==> config.mk <==
export PLATFORM = sky130hd
export DESIGN_NAME = alu_writeback_flat
export DESIGN_NICKNAME = d
export VERILOG_FILES = /design/src/rtl/alu_writeback_pkg.sv /design/src/rtl/alu_writeback_if.sv /design/src/rtl/alu_writeback_status_merge.sv /design/src/rtl/alu_writeback.sv /design/src/flat_wrapper.sv
export SDC_FILE = /design/constraint.sdc
export NUM_CORES = 1
export LEC_CHECK = 0
export ABC_AREA = 0
export CAP_MARGIN = 10
export CORE_MARGIN = 5
export CORE_UTILIZATION = 43
export DETAILED_ROUTE_END_ITERATION = 12
export GPL_ROUTABILITY_DRIVEN = 0
export PLACE_DENSITY_LB_ADDON = 0.12
export SLEW_MARGIN = 20
export SYNTH_ARGS = -nofsm -noshare
export SYNTH_HDL_FRONTEND = slang
export SYNTH_SLANG_ARGS = --single-unit
==> constraint.sdc <==
create_clock -name clk -period 2 [get_ports clk]
set_clock_uncertainty 0.2 [all_clocks]
set_input_delay 0.2 -clock clk [delete_from_list [all_inputs] [get_ports clk]]
set_output_delay 0.2 -clock clk [all_outputs]
set_load 0.05 [all_outputs]
==> src/rtl/alu_writeback_pkg.sv <==
// Shared ALU/writeback definitions: op codes, destinations,
// status-register bit positions and the reset value of P.
package alu_writeback_pkg;

    typedef enum logic [4:0] {
        OP_ADD = 5'd0,
        OP_SUB = 5'd1,
        OP_AND = 5'd2,
        OP_OR  = 5'd3,
        OP_XOR = 5'd4,
        OP_INC = 5'd5,
        OP_DEC = 5'd6,
        OP_SHL = 5'd7,
        OP_SHR = 5'd8,
        OP_ROL = 5'd9,
        OP_ROR = 5'd10,
        OP_CMP = 5'd11,
        OP_LD  = 5'd12
    } alu_op_e;

    typedef enum logic [1:0] {
        DEST_A = 2'd0,
        DEST_X = 2'd1,
        DEST_Y = 2'd2,
        DEST_M = 2'd3
    } dest_e;

    typedef enum logic [1:0] {
        S_IDLE,
        S_WAIT,
        S_MEMWR
    } wb_state_e;

    // P bit order: N V 1 B D I Z C
    localparam int FLAG_C   = 0;
    localparam int FLAG_Z   = 1;
    localparam int FLAG_I   = 2;
    localparam int FLAG_D   = 3;
    localparam int FLAG_B   = 4;
    localparam int FLAG_ONE = 5;
    localparam int FLAG_V   = 6;
    localparam int FLAG_N   = 7;

    // issue_mask bit order: {N,V,Z,C}
    localparam int MASK_C = 0;
    localparam int MASK_Z = 1;
    localparam int MASK_V = 2;
    localparam int MASK_N = 3;

    localparam logic [7:0] P_RESET_DEF = 8'h34;
    localparam logic [7:0] P_ONE_BIT   = 8'h20;

    function automatic logic [7:0] p_fix(input logic [7:0] p);
        return p | P_ONE_BIT;
    endfunction

endpackage

==> src/rtl/alu_writeback_if.sv <==
// Memory write request channel from writeback to the bus.
// Request and data hold until the bus acknowledges.
interface alu_writeback_if;
    logic       mem_wr_req;
    logic [7:0] mem_wr_data;
    logic       mem_wr_ack;

    modport master (
        output mem_wr_req,
        output mem_wr_data,
        input  mem_wr_ack
    );

    modport slave (
        input  mem_wr_req,
        input  mem_wr_data,
        output mem_wr_ack
    );
endinterface

==> src/rtl/alu_writeback_status_merge.sv <==
// Status register next-value: whole-register load first,
// then masked ALU flags override it.
module status_merge
    import alu_writeback_pkg::*;
(
    input  logic [7:0] p_old,
    input  logic [7:0] result,
    input  logic       carry,
    input  logic       overflow,
    input  logic [3:0] mask,
    input  logic       p_load,
    input  logic [7:0] p_load_data,
    output logic [7:0] p_new
);

    always_comb begin
        p_new = p_load ? p_load_data : p_old;
        if (mask[MASK_N]) p_new[FLAG_N] = result[7];
        if (mask[MASK_V]) p_new[FLAG_V] = overflow;
        if (mask[MASK_Z]) p_new[FLAG_Z] = (result == 8'h00);
        if (mask[MASK_C]) p_new[FLAG_C] = carry;
        p_new = p_fix(p_new);
    end

endmodule

==> src/rtl/alu_writeback.sv <==
// ALU writeback: latches an issued op, commits the ALU result
// to A/X/Y or a memory write, and merges flags into P.
module alu_writeback
    import alu_writeback_pkg::*;
#(
    parameter logic [7:0] P_RESET  = P_RESET_DEF,
    parameter logic [1:0] DEST_MEM = 2'd3
) (
    input  logic             clk,
    input  logic             rst_n,
    input  logic             issue,
    input  logic [4:0]       issue_op,
    input  logic [1:0]       issue_dest,
    input  logic [3:0]       issue_mask,
    input  logic [7:0]       alu_result,
    input  logic             alu_carry,
    input  logic             alu_overflow,
    input  logic             p_load,
    input  logic [7:0]       p_load_data,
    alu_writeback_if.master  mem,
    output logic [7:0]       reg_a,
    output logic [7:0]       reg_x,
    output logic [7:0]       reg_y,
    output logic [7:0]       status_p,
    output logic             carry_to_alu,
    output logic             busy,
    output logic             issue_err
);

    wb_state_e  state;
    alu_op_e    op_q;
    logic [1:0] dest_q;
    logic [3:0] mask_q;
    logic       req_q;
    logic [7:0] data_q;

    logic       commit;
    logic       to_mem;
    logic       wr_a;
    logic       wr_x;
    logic       wr_y;
    logic [3:0] mask_eff;
    logic [7:0] p_next;

    assign commit   = (state == S_WAIT);
    assign to_mem   = (dest_q == DEST_MEM);
    assign wr_a     = commit && !to_mem && (dest_q == DEST_A);
    assign wr_x     = commit && !to_mem && (dest_q == DEST_X);
    assign wr_y     = commit && !to_mem && (dest_q == DEST_Y);
    assign mask_eff = commit ? mask_q : 4'b0000;

    assign issue_err       = issue & busy;
    assign carry_to_alu    = status_p[FLAG_C];
    assign mem.mem_wr_req  = req_q;
    assign mem.mem_wr_data = data_q;

    status_merge u_merge (
        .p_old       (status_p),
        .result      (alu_result),
        .carry       (alu_carry),
        .overflow    (alu_overflow),
        .mask        (mask_eff),
        .p_load      (p_load),
        .p_load_data (p_load_data),
        .p_new       (p_next)
    );

    always_ff @(posedge clk or negedge rst_n) begin
        if (!rst_n) begin
            state    <= S_IDLE;
            op_q     <= OP_ADD;
            dest_q   <= 2'd0;
            mask_q   <= 4'd0;
            req_q    <= 1'b0;
            data_q   <= 8'h00;
            busy     <= 1'b0;
            reg_a    <= 8'h00;
            reg_x    <= 8'h00;
            reg_y    <= 8'h00;
            status_p <= p_fix(P_RESET);
        end else begin
            status_p <= p_next;
            if (wr_a) reg_a <= alu_result;
            if (wr_x) reg_x <= alu_result;
            if (wr_y) reg_y <= alu_result;
            unique case (state)
                S_IDLE: begin
                    if (issue) begin
                        op_q   <= alu_op_e'(issue_op);
                        dest_q <= issue_dest;
                        mask_q <= issue_mask;
                        busy   <= 1'b1;
                        state  <= S_WAIT;
                    end
                end
                S_WAIT: begin
                    if (to_mem) begin
                        req_q  <= 1'b1;
                        data_q <= alu_result;
                        state  <= S_MEMWR;
                    end else begin
                        busy  <= 1'b0;
                        state <= S_IDLE;
                    end
                end
                S_MEMWR: begin
                    if (mem.mem_wr_ack) begin
                        req_q <= 1'b0;
                        busy  <= 1'b0;
                        state <= S_IDLE;
                    end
                end
                default: begin
                    req_q <= 1'b0;
                    busy  <= 1'b0;
                    state <= S_IDLE;
                end
            endcase
        end
    end

    // The ALU only defines ops up to LD.
    a_op_range: assert property (
        @(posedge clk) disable iff (!rst_n) busy |-> (op_q <= OP_LD)
    );

endmodule
==> src/flat_wrapper.sv <==
// flat-port wrapper written by rule: the top's interface ports become plain ports
module alu_writeback_flat import alu_writeback_pkg::*;
#(
    parameter logic [7:0] P_RESET  = P_RESET_DEF,
    parameter logic [1:0] DEST_MEM = 2'd3
)
  (clk, rst_n, issue, issue_op, issue_dest, issue_mask, alu_result, alu_carry, alu_overflow, p_load, p_load_data, reg_a, reg_x, reg_y, status_p, carry_to_alu, busy, issue_err, mem_mem_wr_req, mem_mem_wr_data, mem_mem_wr_ack);
  alu_writeback_if mem_i ();
  input  logic clk;
  input  logic rst_n;
  input  logic issue;
  input  logic [4:0] issue_op;
  input  logic [1:0] issue_dest;
  input  logic [3:0] issue_mask;
  input  logic [7:0] alu_result;
  input  logic alu_carry;
  input  logic alu_overflow;
  input  logic p_load;
  input  logic [7:0] p_load_data;
  output logic [7:0] reg_a;
  output logic [7:0] reg_x;
  output logic [7:0] reg_y;
  output logic [7:0] status_p;
  output logic carry_to_alu;
  output logic busy;
  output logic issue_err;
  output wire logic [$bits(mem_i.mem_wr_req)-1:0] mem_mem_wr_req;
  output wire logic [$bits(mem_i.mem_wr_data)-1:0] mem_mem_wr_data;
  input wire logic [$bits(mem_i.mem_wr_ack)-1:0] mem_mem_wr_ack;
  assign mem_mem_wr_req = mem_i.mem_wr_req;
  assign mem_mem_wr_data = mem_i.mem_wr_data;
  assign mem_i.mem_wr_ack = mem_mem_wr_ack;
  alu_writeback #(.P_RESET(P_RESET), .DEST_MEM(DEST_MEM)) u_core (.clk(clk), .rst_n(rst_n), .issue(issue), .issue_op(issue_op), .issue_dest(issue_dest), .issue_mask(issue_mask), .alu_result(alu_result), .alu_carry(alu_carry), .alu_overflow(alu_overflow), .p_load(p_load), .p_load_data(p_load_data), .mem(mem_i), .reg_a(reg_a), .reg_x(reg_x), .reg_y(reg_y), .status_p(status_p), .carry_to_alu(carry_to_alu), .busy(busy), .issue_err(issue_err));
endmodule
# Yosys cells after proc, flatten, opt, wreduce, memory -nomap -nowiden
# Index checks and enable logic that the tools add are counted.
classes:
  n_eq_ne: 9
  n_mux: 16
  bitwise_logic: 2
  reduce_logical: 17
op_table:
  columns: ["op", "n"]
  rows:
  - ["logical NOT 8 bit", 1]
  - ["two-way mux 1 bit", 8]
  - ["two-way mux 8 bit", 1]
  - ["inequality test 2 bit, second input constant", 4]
  - ["nonzero test 2 bit", 4]
  - ["== test 2 bit, second input constant", 3]
  - ["two-way mux 2 bit", 3]
  - ["case mux 1 bit (3 select lines)", 2]
  - ["case mux 2 bit (3 select lines)", 1]
  - ["AND reduction 2 bit", 3]
  - ["AND reduction 3 bit", 2]
  - ["== test 2 x 1 -> 1 bit, second input constant", 2]
  - ["logical AND 1 bit", 4]
  - ["logical NOT 2 bit", 2]
  - ["two-way mux 4 bit", 1]
  - ["bitwise AND 1 bit", 1]
  - ["logical NOT 1 bit", 1]
  - ["inverter 1 bit", 1]
word_totals:
  regBits: 49

# Depth between registers and ports, before layout
logic_depth:
  word_depth: 4
  ltp_mapped: 5
  depth_no_buf: 3

# Hierarchy
# Synthesis repeated with hierarchy kept, for this count alone.
hier_totals:
  cells_unflattened: 134
  area_unflattened_um2: 2064.5
modules_own_cells:
  columns: ["mod", "instances", "cells_per_inst", "area_per_inst_um2", "seq_area_each_um2"]
  rows:
  - ["alu_writeback", 1, 114, 1895.6, 1255.0]
  - ["status_merge", 1, 20, 168.9, 0.0]

# Worst setup path before layout
# Ideal clock, no wire load.
synth_path:
  path_kind: "flip-flop to flip-flop"
  from: "register u_core.state[1]"
  to: "register u_core.reg_a[0]"
  arrival_ps: 1384
  t_required_ps: 1675
  setup_slack_ps: 291
  path_stages_with_launch: 5
  period_less_slack_ps: 1709
  path_cell_list: "dfrtp_1 nor2b_2 buf_6 nor3b_4 mux2_2"
synth_via:
  elab_chain_len: 3
synth_lines:
  columns: ["element", "line", "text"]
  rows:
  - ["from (decl)", "alu_writeback.sv:30", "wb_state_e state;"]
  - ["from (signal assigned)", "alu_writeback.sv:70", "state <= S_IDLE;"]
  - ["from (signal assigned)", "alu_writeback.sv:93", "state <= S_WAIT;"]
  - ["from (signal assigned)", "alu_writeback.sv:100", "state <= S_MEMWR;"]
  - ["== test 2 x 1 -> 1 bit", "alu_writeback.sv:45", "assign commit = (state == S_WAIT);"]
  - ["logical AND 1 bit (2 in a row)", "alu_writeback.sv:47", "assign wr_a = commit && !to_mem && (dest_q == DEST_A);"]
  - ["to (signal assigned)", "alu_writeback.sv:83", "if (wr_a) reg_a <= alu_result;"]
  - ["to (decl)", "alu_writeback.sv:21", "output logic [7:0] reg_a,"]
# Every way passes these cells.
# A chain may end at the register's enable or synchronous reset.

# Final worst setup path
layout_path:
  from: "register u_core.reg_y[7]"
  to: "output reg_y[7]"
layout_lines:
  columns: ["element", "line", "text"]
  rows:
  - ["from (decl)", "alu_writeback.sv:23", "output logic [7:0] reg_y,"]
  - ["from (signal assigned)", "alu_writeback.sv:85", "if (wr_y) reg_y <= alu_result;"]
  - ["to (decl)", "flat_wrapper.sv:22", "output logic [7:0] reg_y;"]
# No word-level cell between the ends.

==> flow_metrics.tcl <==
set metrics [dict create \
    result_of_the_run "finished clean" \
    drt_iter0_drc 70 \
    post-layout-total-power_uw 5319 \
    power_per_cell_area_nw_per_um2 1875 \
    synth_flop_cell "dfrtp_1" \
    grt_use_met2 0.2896 \
    power.share.switching 0.4641 \
    gr-max-usage-layer "met2" \
    gr-total-overflow 0 \
    synthDistinctLibCells 25 \
    async_reset_ff_frac 1.000 \
    worst_case_headroom_to_the_max_slew_limit 0.6389 \
    sequentialPowerShare 0.322 \
    grt_util_all_layers 0.1614 \
    worst_hold_path_type "in2async" \
    crit_buf_inv 1 \
    critPathMaxStageDelay_ns 0.82 \
    place.detailed.instances 250 \
    wl_per_cell_um 17.42 \
    seq_area_frac_synth 0.6239 \
    antennaDiodeCount 0 \
    routed_wl_um 4511 \
    synthesis.yosys.warnings 0 \
    clk-insertion-delay-late_ns 0.29 \
    netlist_area_um2 1969 \
    slowest_stage "clkdlybuf4s50_1" \
    dp.final_hpwl_um 3370 \
    met3_usage 0.06019 \
    postSynthNetCount 163 \
    area.growth.synth_to_final_pct 44.09 \
    fin_nets 240 \
    critical_path_class "reg2out" \
    initial_antenna_violation_count 0 \
    detail-route-antenna-nets 0 \
    drt-pass1-iter-count 3 \
    share_of_layout_cells_above_drive_strength_1 0.3382 \
    die_h_um 77.68 \
    actual_slew_at_the_worst_max_slew_pin_ns 0.5416 \
    clock_tree.buffer_depth 2 \
    numCtsBuffers 5 \
    cts.sinks 49 \
    timing.final.setup_violations 0 \
    std_cell_rows 24 \
    final_core_utilization 0.6473 \
    synthCells 129 \
    num_vias 1310 \
    core_um2 4384 \
    worst_slack_ns 0.1142 \
    initial_core_util 0.4492 \
    crit_chain "clkdlybuf4s50_1" \
    cts_tree "yes" \
    ir_worst_vdd_mv 1.309 \
    synth_enable_flop_cells 0 \
    pre_cts_slack_ns 0.2260 \
    timing.final.crit_share 0.9429 \
    finalHoldViolations 0 \
    p_leak_uw 0.001217 \
    die_w_um 77.68 \
    cell_internal_pwr_uw 2851 \
    critPathMaxFanout 2 \
    clkSlewWorstSetupHoldPaths_ns 0.09 \
    clk_root_buffer_cell "clkbuf_8" \
    unrepaired_setup_endpoints_after_global_routing "no" \
    cp.arrival_ns 1.49 \
    pin_count_of_the_biggest_net_entering_global_routing 28 \
    drc_errors 0 \
    power.net_switching_uw 2469 \
    final.min_clock_period_ns 1.886 \
    postSynthRegisterBits 49 \
    clock_power_share 0.101 \
    drv.max_cap_violation_count 0 \
    global_route_wire_length_before_repair_um 7762 \
    routed_via_density 5.058 \
    synth.avg_cell_area_um2 15.27 \
    ioPinCount 78 \
    floorplan.die_area_um2 6033 \
    fin_tns_setup_ns 0 \
    cts_htree_levels 2 \
    stdcell_count 259 \
    startpoint_type_of_the_worst_setup_path "register" \
    fmax_ghz 0.5303 \
    grt_pass1_vias 1538 \
    worst-endpoint-required_ns 1.60 \
    power.share.combinational 0.577 \
    max_slew_violation_count 0 \
    cp_top_family "buffers and inverters" \
    end_kind "output port" \
    buffer_ports.inserted 70 \
    globalRouteMet1Util 0.1833 \
]
state kept, by name, summed over array words and instances (netlist names), 2 cells and up:
register and count:
u_core.dest_q 2, u_core.mask_q 4, u_core.mem.mem_wr_data 8, u_core.reg_a 8
u_core.reg_x 8, u_core.reg_y 8, u_core.state 2, u_core.status_p 7
cells in the final DEF, fill, tap and decap left out, drive strengths merged, types with 3 or more instances in the layout:
cell type,netlist,routed
a21oi,5,5
mux2i,4,4
dfrtp,47,47
clkdlybuf4s50,0,65
a31o,3,3
clkbuf,1,6
buf,6,11
mux2,41,41
what timing repair did:
action	4_1_cts	5_1_grt
resized for setup	0	0
buffers inserted	0	0
hold buffers	1	0
hold endpoints to repair	20	0
power groups by stage:
stage	registers (uW)	logic (uW)	clock network, uW
finish	1710	3070	540
global route	1780	3200	613
CTS	1720	3100	559
detailed placement	1730	3090	0
global placement	1700	3050	0
floorplan	3060	678	0
cell families (layout without fill, tap and decap cells):
group,Yosys count,in the layout,share of synthesized area
flip-flops,49,49,0.6239
multiplexers,45,45,0.2548
AND/OR/NAND/NOR,14,14,0.05337
AO/OA/AOI/OAI,11,11,0.03939
buffers and inverters,9,87,0.02668
other,1,1,0.001904
per-layer routing:
layer,share of wire,wire [um]
met1,0.40,1825
met2,0.53,2373
met3,0.062,280
met4,0.0069,31
met5,0,0
worst paths after layout:
kind	startpoint	endpoint	slack, ns	cells after the start
min in group clk	u_core.reg_a[6]	u_core.reg_a[6]	0.31	1
max in group asynchronous	rst_n	u_core.reg_a[1]	0.86	3
hold reg to reg	u_core.reg_a[6]	u_core.reg_a[6]	0.31	1
setup / recovery	u_core.reg_y[7]	reg_y[7]	0.11	1
setup reg to reg	u_core.state[1]	u_core.reg_x[6]	0.23	3
hold / removal	rst_n	u_core.status_p[6]	0.22	2
per-stage QoR:
stage / cell area, um2 / hold slack, ns
2_1_floorplan: 1969 / -0.2956
3_3_place_gp: 2745 / -0.002907
3_5_place_dp: 2745 / 0.008510
4_1_cts: 2838 / 0.2305
5_1_grt: 2838 / 0.2556
6_report: 2838 / 0.2167
area by class of cell:
class	instances	area [um2]
Fill cell	344	1546
Sequential cell	49	1229
Timing Repair Buffer	77	765.7
Multi-Input combinational cell	71	688.2
Clock buffer	6	72.57
Tap cell	52	65.06
Clock inverter	2	10.01
Inverter	2	7.507
Yosys cell counts (2+ instances only):
master	count	share of area
a21oi_1	5	0.013
a31o_2	3	0.013
and3b_2	2	0.010
buf_2	3	0.0076
buf_4	2	0.0076
dfrtp_1	47	0.60
dfstp_2	2	0.027
inv_1	2	0.0038
mux2_2	41	0.23
mux2i_1	4	0.020
nand2_1	2	0.0038
nor2_1	2	0.0038
nor4_1	2	0.0064
Power figures use the tool's default switching activity.
